<file path="src/rtl/lfsr_pkg.sv">
// Shared types and constants for the LFSR message encryptor.
// Holds the maximal-length tap table, padding/clamp limits and the engine state encoding.
package lfsr_pkg;

    localparam logic [6:0] LFSR_PTRN [9] = '{
        7'h60, 7'h48, 7'h78, 7'h72, 7'h6A, 7'h69, 7'h5C, 7'h7E, 7'h7B
    };

    localparam logic [7:0] SPACE   = 8'h20;
    localparam logic [4:0] PRE_MIN = 5'd10;
    localparam logic [4:0] PRE_MAX = 5'd26;
    localparam logic [5:0] MSG_MAX = 6'd52;
    localparam int         IDX_W   = 8;

    typedef enum logic [1:0] {
        IDLE,
        FETCH,
        EMIT,
        DONE
    } state_t;

    typedef struct packed {
        logic [6:0] tap;
        logic [4:0] pre;
        logic [5:0] len;
    } run_cfg_t;

    function automatic logic [4:0] clamp_pre(input logic [4:0] p);
        if (p < PRE_MIN) return PRE_MIN;
        if (p > PRE_MAX) return PRE_MAX;
        return p;
    endfunction

    function automatic logic [5:0] clamp_msg(input logic [5:0] l);
        return (l > MSG_MAX) ? MSG_MAX : l;
    endfunction

    // Byte i comes from memory when it falls inside [pre, pre+len).
    function automatic logic in_window(input logic [IDX_W-1:0] i,
                                       input logic [4:0]       pre,
                                       input logic [5:0]       len);
        logic [IDX_W-1:0] lo;
        logic [IDX_W-1:0] hi;
        lo = {3'b000, pre};
        hi = lo + {2'b00, len};
        return (i >= lo) && (i < hi);
    endfunction

    // Key XOR on the low seven bits, even parity of the result placed in bit 7.
    function automatic logic [7:0] encrypt(input logic [6:0] p, input logic [6:0] key);
        logic [6:0] c;
        c = p ^ key;
        return {^c, c};
    endfunction

endpackage

</file>
<file path="src/rtl/lfsr7.sv">
// Seven-bit Fibonacci LFSR: left shift with XOR-of-taps feedback into bit 0.
// A zero seed is replaced by 0x01 so the register can never lock up at all-zeros.
module lfsr7 (
    input  logic       clk,
    input  logic       init,
    input  logic       load,
    input  logic       step,
    input  logic [6:0] seed,
    input  logic [6:0] tap,
    output logic [6:0] value
);

    // NOTE: sequential state uses non-blocking assignments only, so every register
    // in the design samples pre-edge values and the evaluation order cannot matter.
    always_ff @(posedge clk or posedge init) begin
        if (init) begin
            value <= 7'h01;
        end else if (load) begin
            value <= (seed == 7'h00) ? 7'h01 : seed;
        end else if (step) begin
            value <= {value[5:0], ^(value & tap)};
        end
    end

endmodule

</file>
<file path="src/rtl/lfsr_encryptor.sv">
// Program 1 encryption engine: pads plaintext with spaces, XORs with an LFSR stream, adds parity.
// Optional macro ERR_INJECT_EN adds inj_en/inj_idx/inj_bit to corrupt one emitted bit.
module lfsr_encryptor
    import lfsr_pkg::*;
#(
    parameter int MSG_BASE = 0,
    parameter int OUT_BASE = 64,
    parameter int OUT_LEN  = 64,
    parameter int AW       = 8
) (
    input  logic          clk,
    input  logic          init,
    input  logic          req,
    output logic          ack,
    output logic          busy,
    input  logic [6:0]    tap_ptrn,
    input  logic [6:0]    seed,
    input  logic [4:0]    pre_len,
    input  logic [5:0]    msg_len,
    output logic          mem_rd_en,
    output logic [AW-1:0] mem_rd_addr,
    input  logic [7:0]    mem_rd_data,
    output logic          mem_wr_en,
    output logic [AW-1:0] mem_wr_addr,
    output logic [7:0]    mem_wr_data
`ifdef ERR_INJECT_EN
    ,
    input  logic          inj_en,
    input  logic [5:0]    inj_idx,
    input  logic [2:0]    inj_bit
`endif
);

    localparam logic [IDX_W-1:0] LAST_IDX = IDX_W'(OUT_LEN - 1);

    state_t           state;
    logic             armed;
    run_cfg_t         cfg;
    logic [IDX_W-1:0] idx;
    logic             use_mem;
    logic [6:0]       key;
    logic             lfsr_load;
    logic             lfsr_step;
    logic             start;
    logic [4:0]       pre_c;
    logic [5:0]       len_c;
    logic [IDX_W-1:0] next_idx;
    logic [6:0]       plain;
    logic [7:0]       cipher;
    logic             unused_rd_msb;

    function automatic logic [AW-1:0] rd_addr(input logic [IDX_W-1:0] i, input logic [4:0] pre);
        return AW'(MSG_BASE) + AW'(i) - AW'(pre);
    endfunction

    assign start     = (state == IDLE) && armed && !req;
    assign lfsr_load = start;
    assign lfsr_step = (state == EMIT);
    assign pre_c     = clamp_pre(pre_len);
    assign len_c     = clamp_msg(msg_len);
    assign next_idx  = idx + IDX_W'(1);

    // Plaintext bit 7 is deliberately discarded; parity overwrites that position.
    assign unused_rd_msb = mem_rd_data[7];

    lfsr7 u_lfsr (
        .clk   (clk),
        .init  (init),
        .load  (lfsr_load),
        .step  (lfsr_step),
        .seed  (seed),
        .tap   (cfg.tap),
        .value (key)
    );

    // NOTE: every variable assigned here gets a value on every path first,
    // otherwise synthesis would infer a latch to hold it.
    always_comb begin
        plain  = use_mem ? mem_rd_data[6:0] : SPACE[6:0];
        cipher = encrypt(plain, key);
`ifdef ERR_INJECT_EN
        if (inj_en && (idx == {2'b00, inj_idx})) begin
            cipher = cipher ^ (8'h01 << inj_bit);
        end
`endif
    end

    always_ff @(posedge clk or posedge init) begin
        if (init) begin
            state       <= IDLE;
            armed       <= 1'b0;
            ack         <= 1'b0;
            busy        <= 1'b0;
            cfg         <= '0;
            idx         <= '0;
            use_mem     <= 1'b0;
            mem_rd_en   <= 1'b0;
            mem_rd_addr <= '0;
            mem_wr_en   <= 1'b0;
            mem_wr_addr <= '0;
            mem_wr_data <= '0;
        end else begin
            mem_rd_en <= 1'b0;
            mem_wr_en <= 1'b0;
            case (state)
                IDLE: begin
                    if (req) begin
                        armed <= 1'b1;
                    end else if (armed) begin
                        armed       <= 1'b0;
                        cfg         <= '{tap: tap_ptrn, pre: pre_c, len: len_c};
                        idx         <= '0;
                        busy        <= 1'b1;
                        ack         <= 1'b0;
                        mem_rd_en   <= in_window('0, pre_c, len_c);
                        mem_rd_addr <= rd_addr('0, pre_c);
                        state       <= FETCH;
                    end
                end
                FETCH: begin
                    // Read data lands during EMIT; remember whether this byte was read.
                    use_mem <= mem_rd_en;
                    state   <= EMIT;
                end
                EMIT: begin
                    mem_wr_en   <= 1'b1;
                    mem_wr_addr <= AW'(OUT_BASE) + AW'(idx);
                    mem_wr_data <= cipher;
                    if (idx == LAST_IDX) begin
                        state <= DONE;
                    end else begin
                        idx         <= next_idx;
                        mem_rd_en   <= in_window(next_idx, cfg.pre, cfg.len);
                        mem_rd_addr <= rd_addr(next_idx, cfg.pre);
                        state       <= FETCH;
                    end
                end
                DONE: begin
                    if (!ack) begin
                        ack  <= 1'b1;
                        busy <= 1'b0;
                    end else if (req) begin
                        ack   <= 1'b0;
                        armed <= 1'b1;
                        state <= IDLE;
                    end
                end
                default: state <= IDLE;
            endcase
        end
    end

endmodule

</file>
<file path="config.mk">
export PLATFORM = sky130hd
export DESIGN_NAME = lfsr_encryptor
export DESIGN_NICKNAME = d
export VERILOG_FILES = /design/src/rtl/lfsr_pkg.sv /design/src/rtl/lfsr7.sv /design/src/rtl/lfsr_encryptor.sv
export SDC_FILE = /design/constraint.sdc
export NUM_CORES = 1
export LEC_CHECK = 0
export BUFFER_PORTS_ARGS = -buffer_cell sky130_fd_sc_hd__buf_2
export CORE_UTILIZATION = 30
export CTS_BUF_LIST = sky130_fd_sc_hd__clkbuf_4 sky130_fd_sc_hd__clkbuf_8
export DETAILED_ROUTE_END_ITERATION = 7
export PLACE_DENSITY = 0.44
export SYNTH_ARGS = -nofsm -noshare
export SYNTH_HDL_FRONTEND = slang
export SYNTH_SLANG_ARGS = --single-unit
</file>
<file path="constraint.sdc">
create_clock -name clk -period 3.3 [get_ports clk]
set_input_delay 0 -clock clk [delete_from_list [all_inputs] [get_ports clk]]
set_output_delay 0 -clock clk [all_outputs]
set_load 0.005 [all_outputs]
</file>
==> Flow_metrics.wiki <==
{| class="wikitable"
! Metric !! Value
|-
| Result of the run || finished, final reports clean
|-
| Cells after synthesis || 398
|-
| Worst hold path type || in2reg
|-
| Total count of max-transition violations in the final report || 0
|-
| Setup fix buffers added after clock tree synthesis || 0
|-
| Number of H-tree levels || 3
|-
| Signed area change from the synthesized netlist to the final layout || 23.1%
|-
| Worst endpoint required time || 3.56 ns
|-
| Reg clk slew, reported paths || 0.07 ns
|-
| Area enclosed by the die boundary || 0.0137 mm2
|-
| Mean post-synth cell area || 9.95 um2
|-
| Die outline width || 117 um
|-
| Overflow after GRT || 0
|-
| DRC violation count after routing || 0
|-
| Port-buffer cells || 62
|-
| Number of global-route vias before repair || 2,902
|-
| Clock skew after layout || 0.00893 ns
|-
| Final period demand of the worst path || 2.76 ns
|-
| GPL Wtd Cong || 0.807
|-
| Antenna violations before repair || 0
|-
| Relative slew slack || 46.3%
|-
| Share of final-layout standard cells stronger than drive strength 1 || 22.9%
|-
| Async set-or-reset flop fraction in the synthesized netlist || 100%
|-
| Via density per instance || 4.60
|-
| Sequential element share of the synthesized area || 41.1%
|-
| Starting utilization of the core area || 31.1%
|-
| Clock Tree Root || sky130_fd_sc_hd__clkbuf_8
|-
| R2r setup slk || 0.54 ns
|-
| Number of design-rule violations left by the first detailed-router iteration || 81
|-
| Number of enable-type register cells in the synthesized netlist || 0
|-
| Top-Level Pins || 64
|-
| CTS tree || done
|-
| Critical setup path kind || reg2reg
|-
| Number of iterations in the first detailed-routing pass || 4
|-
| GRT Total Usage || 14.9%
|-
| Wirelength per Cell || 14.1 um
|-
| Clock latency on the worst-skew pair || 0.36 ns
|-
| Place WS || 0.561 ns
|-
| Core footprint || 0.0127 mm2
|-
| Remaining antenna violation count after routing || 0
|-
| Max Clk Rate || 362 MHz
|-
| Kind of start point of the critical path || flip-flop
|-
| Post-synth design cell area || 0.00396 mm2
|-
| Maximum resistive drop on vdd || 0.000289 V
|-
| Number of CTS-inserted buffers || 9
|-
| Distinct cells, synth || 50
|-
| Tcrit/Tclk final || 83.7%
|-
| Fin Setup TNS || 0 ns
|-
| Maximum number of pins on one net before global-route repair || 40
|-
| Number of buffers between clock root and the deepest sink || 2
|-
| Via total after detailed routing || 3,019
|-
| Static Leakage || 2.31 nW
|-
| Final-stage net count || 547
|-
| Die boundary height || 117 um
|-
| Max FO, Critical Path || 7
|-
| Endpoint type of the worst setup path || flip-flop
|-
| Post-Syn Nets || 465
|-
| Final WL || 9270 um
|-
| Final hold violation count || 0
|-
| Clock sink count || 65
|-
| Smallest setup slack after layout || 0.539 ns
|-
| Number of warnings reported in the yosys synthesis log || 0
|-
| # diodes || 0
|-
| Total power density per cell area || 855 mW/mm2
|-
| Count of maximum capacitance violations || 0
|-
| Row Count || 41
|-
| Slew at the pin closest to its max-slew limit || 0.804 ns
|-
| First-pass GRT wire length || 15,000 um
|-
| Final-report setup violation count || 0
|-
| Number of flip-flops and latches in the synthesized netlist || 65
|-
| Fill cell instance count of the final layout || 1,338
|-
| Unrepaired setup endpoints after global routing || no
|-
| Detailed Place HPWL || 6830 um
|-
| Data arrival time of the critical path || 3.02 ns
|-
| Most used DFF post-synth || sky130_fd_sc_hd__dfrtp_1
|}
==> critical path: stages, from the launching register on <==
cell	delay, ns
sky130_fd_sc_hd__dfrtp_1	0.49
sky130_fd_sc_hd__ha_1	0.26
sky130_fd_sc_hd__xor2_1	0.34
sky130_fd_sc_hd__ha_1	0.36
sky130_fd_sc_hd__a21o_1	0.21
sky130_fd_sc_hd__a21o_1	0.23
sky130_fd_sc_hd__a2111oi_4	0.40
sky130_fd_sc_hd__nand3_1	0.11
sky130_fd_sc_hd__a31o_2	0.26
==> layer usage <==
layer	vias up	share of wire [%]	global-route usage (%)
met5	-	0	0
met4	0	2.4	8.10
met3	15	2.3	2.88
met2	39	46	22.6
met1	1420	50	20.0
li1	1545	-	-
==> repair_timing <==
| item | in CTS | in global routing |
|---|---|---|
| hold endpoints to repair | 56 | 0 |
| hold buffers | 21 | 0 |
| endpoints found under the setup margin | 0 | 0 |
| gates resized for setup | 0 | 0 |
==> report_power, final <==
part	internal, mW	total [mW]	leakage [nW]	switching (mW)
Sequential	1.10	1.37	0.787	0.266
Combinational	1.04	2.07	1.42	1.03
Clock	0.399	0.727	0.106	0.329
Total	2.54	4.17	2.31	1.63
==> cell type report <==
class	instances	area [um2]	area share, %
Tap cell	172	215	4.42
Multi-Input combinational cell	295	2190	44.9
Inverter	22	82.6	1.69
Clock inverter	4	51.3	1.05
Sequential cell	65	1630	33.4
Timing Repair Buffer	87	551	11.3
Clock buffer	12	159	3.26
==> stage by stage <==
stage	cells	cell area (um2)	hold slack, ns	util [%]	power, mW
3_5_place_dp	620	4450	0.213	35.0	3.46
4_1_cts	657	4870	0.0000258	38.3	4.24
5_1_grt	657	4870	0.0230	38.3	4.55
6_report	657	4870	0.0261	38.3	4.17
3_3_place_gp	620	4450	0.201	35.0	3.42
2_1_floorplan	398	3960	0.101	-	2.92
==> cell families after synthesis <==
family / Yosys count / synth area share [%]
buf+inv: 38 / 3.73
mux: 33 / 9.00
flops: 65 / 41.1
simple gates: 113 / 12.9
compound gates: 80 / 13.1
fa+ha+maj: 31 / 10.4
xor+xnor: 38 / 9.79
==> registers in the layout, indices dropped and copies added (netlist names) <==
name and flops:
state 2, cfg 18, mem_wr_data 8, use_mem 1, mem_rd_addr 8, busy 1, mem_wr_en 1, mem_wr_addr 8
armed 1, mem_rd_en 1, u_lfsr.value 7, ack 1, idx 8
==> cell usage after synthesis (3+ instances only) <==
cell	number	area [um2]
sky130_fd_sc_hd__dfrtp_1	64	1600
sky130_fd_sc_hd__nand2_1	51	191
sky130_fd_sc_hd__ha_1	28	350
sky130_fd_sc_hd__a21oi_1	24	120
sky130_fd_sc_hd__nor2_1	24	90.1
sky130_fd_sc_hd__o21ai_0	23	115
sky130_fd_sc_hd__inv_1	22	82.6
sky130_fd_sc_hd__mux2_2	21	236
sky130_fd_sc_hd__xnor2_1	19	166
sky130_fd_sc_hd__xor2_1	15	131
sky130_fd_sc_hd__mux2i_1	12	120
sky130_fd_sc_hd__nand3_1	11	55.1
sky130_fd_sc_hd__clkbuf_1	10	37.5
sky130_fd_sc_hd__nor3_1	7	35.0
sky130_fd_sc_hd__a21o_1	6	45.0
sky130_fd_sc_hd__a31oi_1	4	25.0
sky130_fd_sc_hd__buf_2	4	20.0
sky130_fd_sc_hd__nor2b_1	4	25.0
sky130_fd_sc_hd__xnor3_1	4	90.1
sky130_fd_sc_hd__a211oi_1	3	22.5
sky130_fd_sc_hd__fa_1	3	60.1
sky130_fd_sc_hd__nand2b_1	3	18.8
==> path summary, 6_finish.rpt <==
kind / cells past startpoint / to / start
min in group asynchronous: 3 / armed$_DFFE_PP0P_ / init
max in group asynchronous: 4 / u_lfsr.value[0]$_DFFE_PP1P_ / init
worst min-delay path: 4 / mem_wr_data[1]$_DFFE_PP0P_ / mem_rd_data[1]
worst max-delay path: 8 / mem_rd_en$_DFF_PP0_ / idx[0]$_DFFE_PP0P_
worst max register to register: 8 / mem_rd_en$_DFF_PP0_ / idx[0]$_DFFE_PP0P_
worst min register to register: 2 / mem_rd_addr[3]$_DFFE_PP0P_ / mem_rd_addr[3]$_DFFE_PP0P_
==> cells in the final DEF, fill, tap and decap left out, types with 7 or more instances in the layout <==
| cell | count |
|---|---|
| sky130_fd_sc_hd__o21ai_0 | 23 |
| sky130_fd_sc_hd__dlygate4sd3_1 | 21 |
| sky130_fd_sc_hd__clkbuf_8 | 11 |
| sky130_fd_sc_hd__ha_1 | 27 |
| sky130_fd_sc_hd__nor3_1 | 7 |
| sky130_fd_sc_hd__nand2_1 | 51 |
| sky130_fd_sc_hd__a21oi_1 | 24 |
| sky130_fd_sc_hd__nor2_1 | 24 |
| sky130_fd_sc_hd__xor2_1 | 15 |
| sky130_fd_sc_hd__dfrtp_1 | 64 |
| sky130_fd_sc_hd__buf_2 | 62 |
| sky130_fd_sc_hd__xnor2_1 | 19 |
| sky130_fd_sc_hd__nand3_1 | 11 |
| sky130_fd_sc_hd__mux2_2 | 21 |
| sky130_fd_sc_hd__inv_1 | 21 |
| sky130_fd_sc_hd__mux2i_1 | 12 |
No activity file was read; power rests on OpenSTA's default activity.
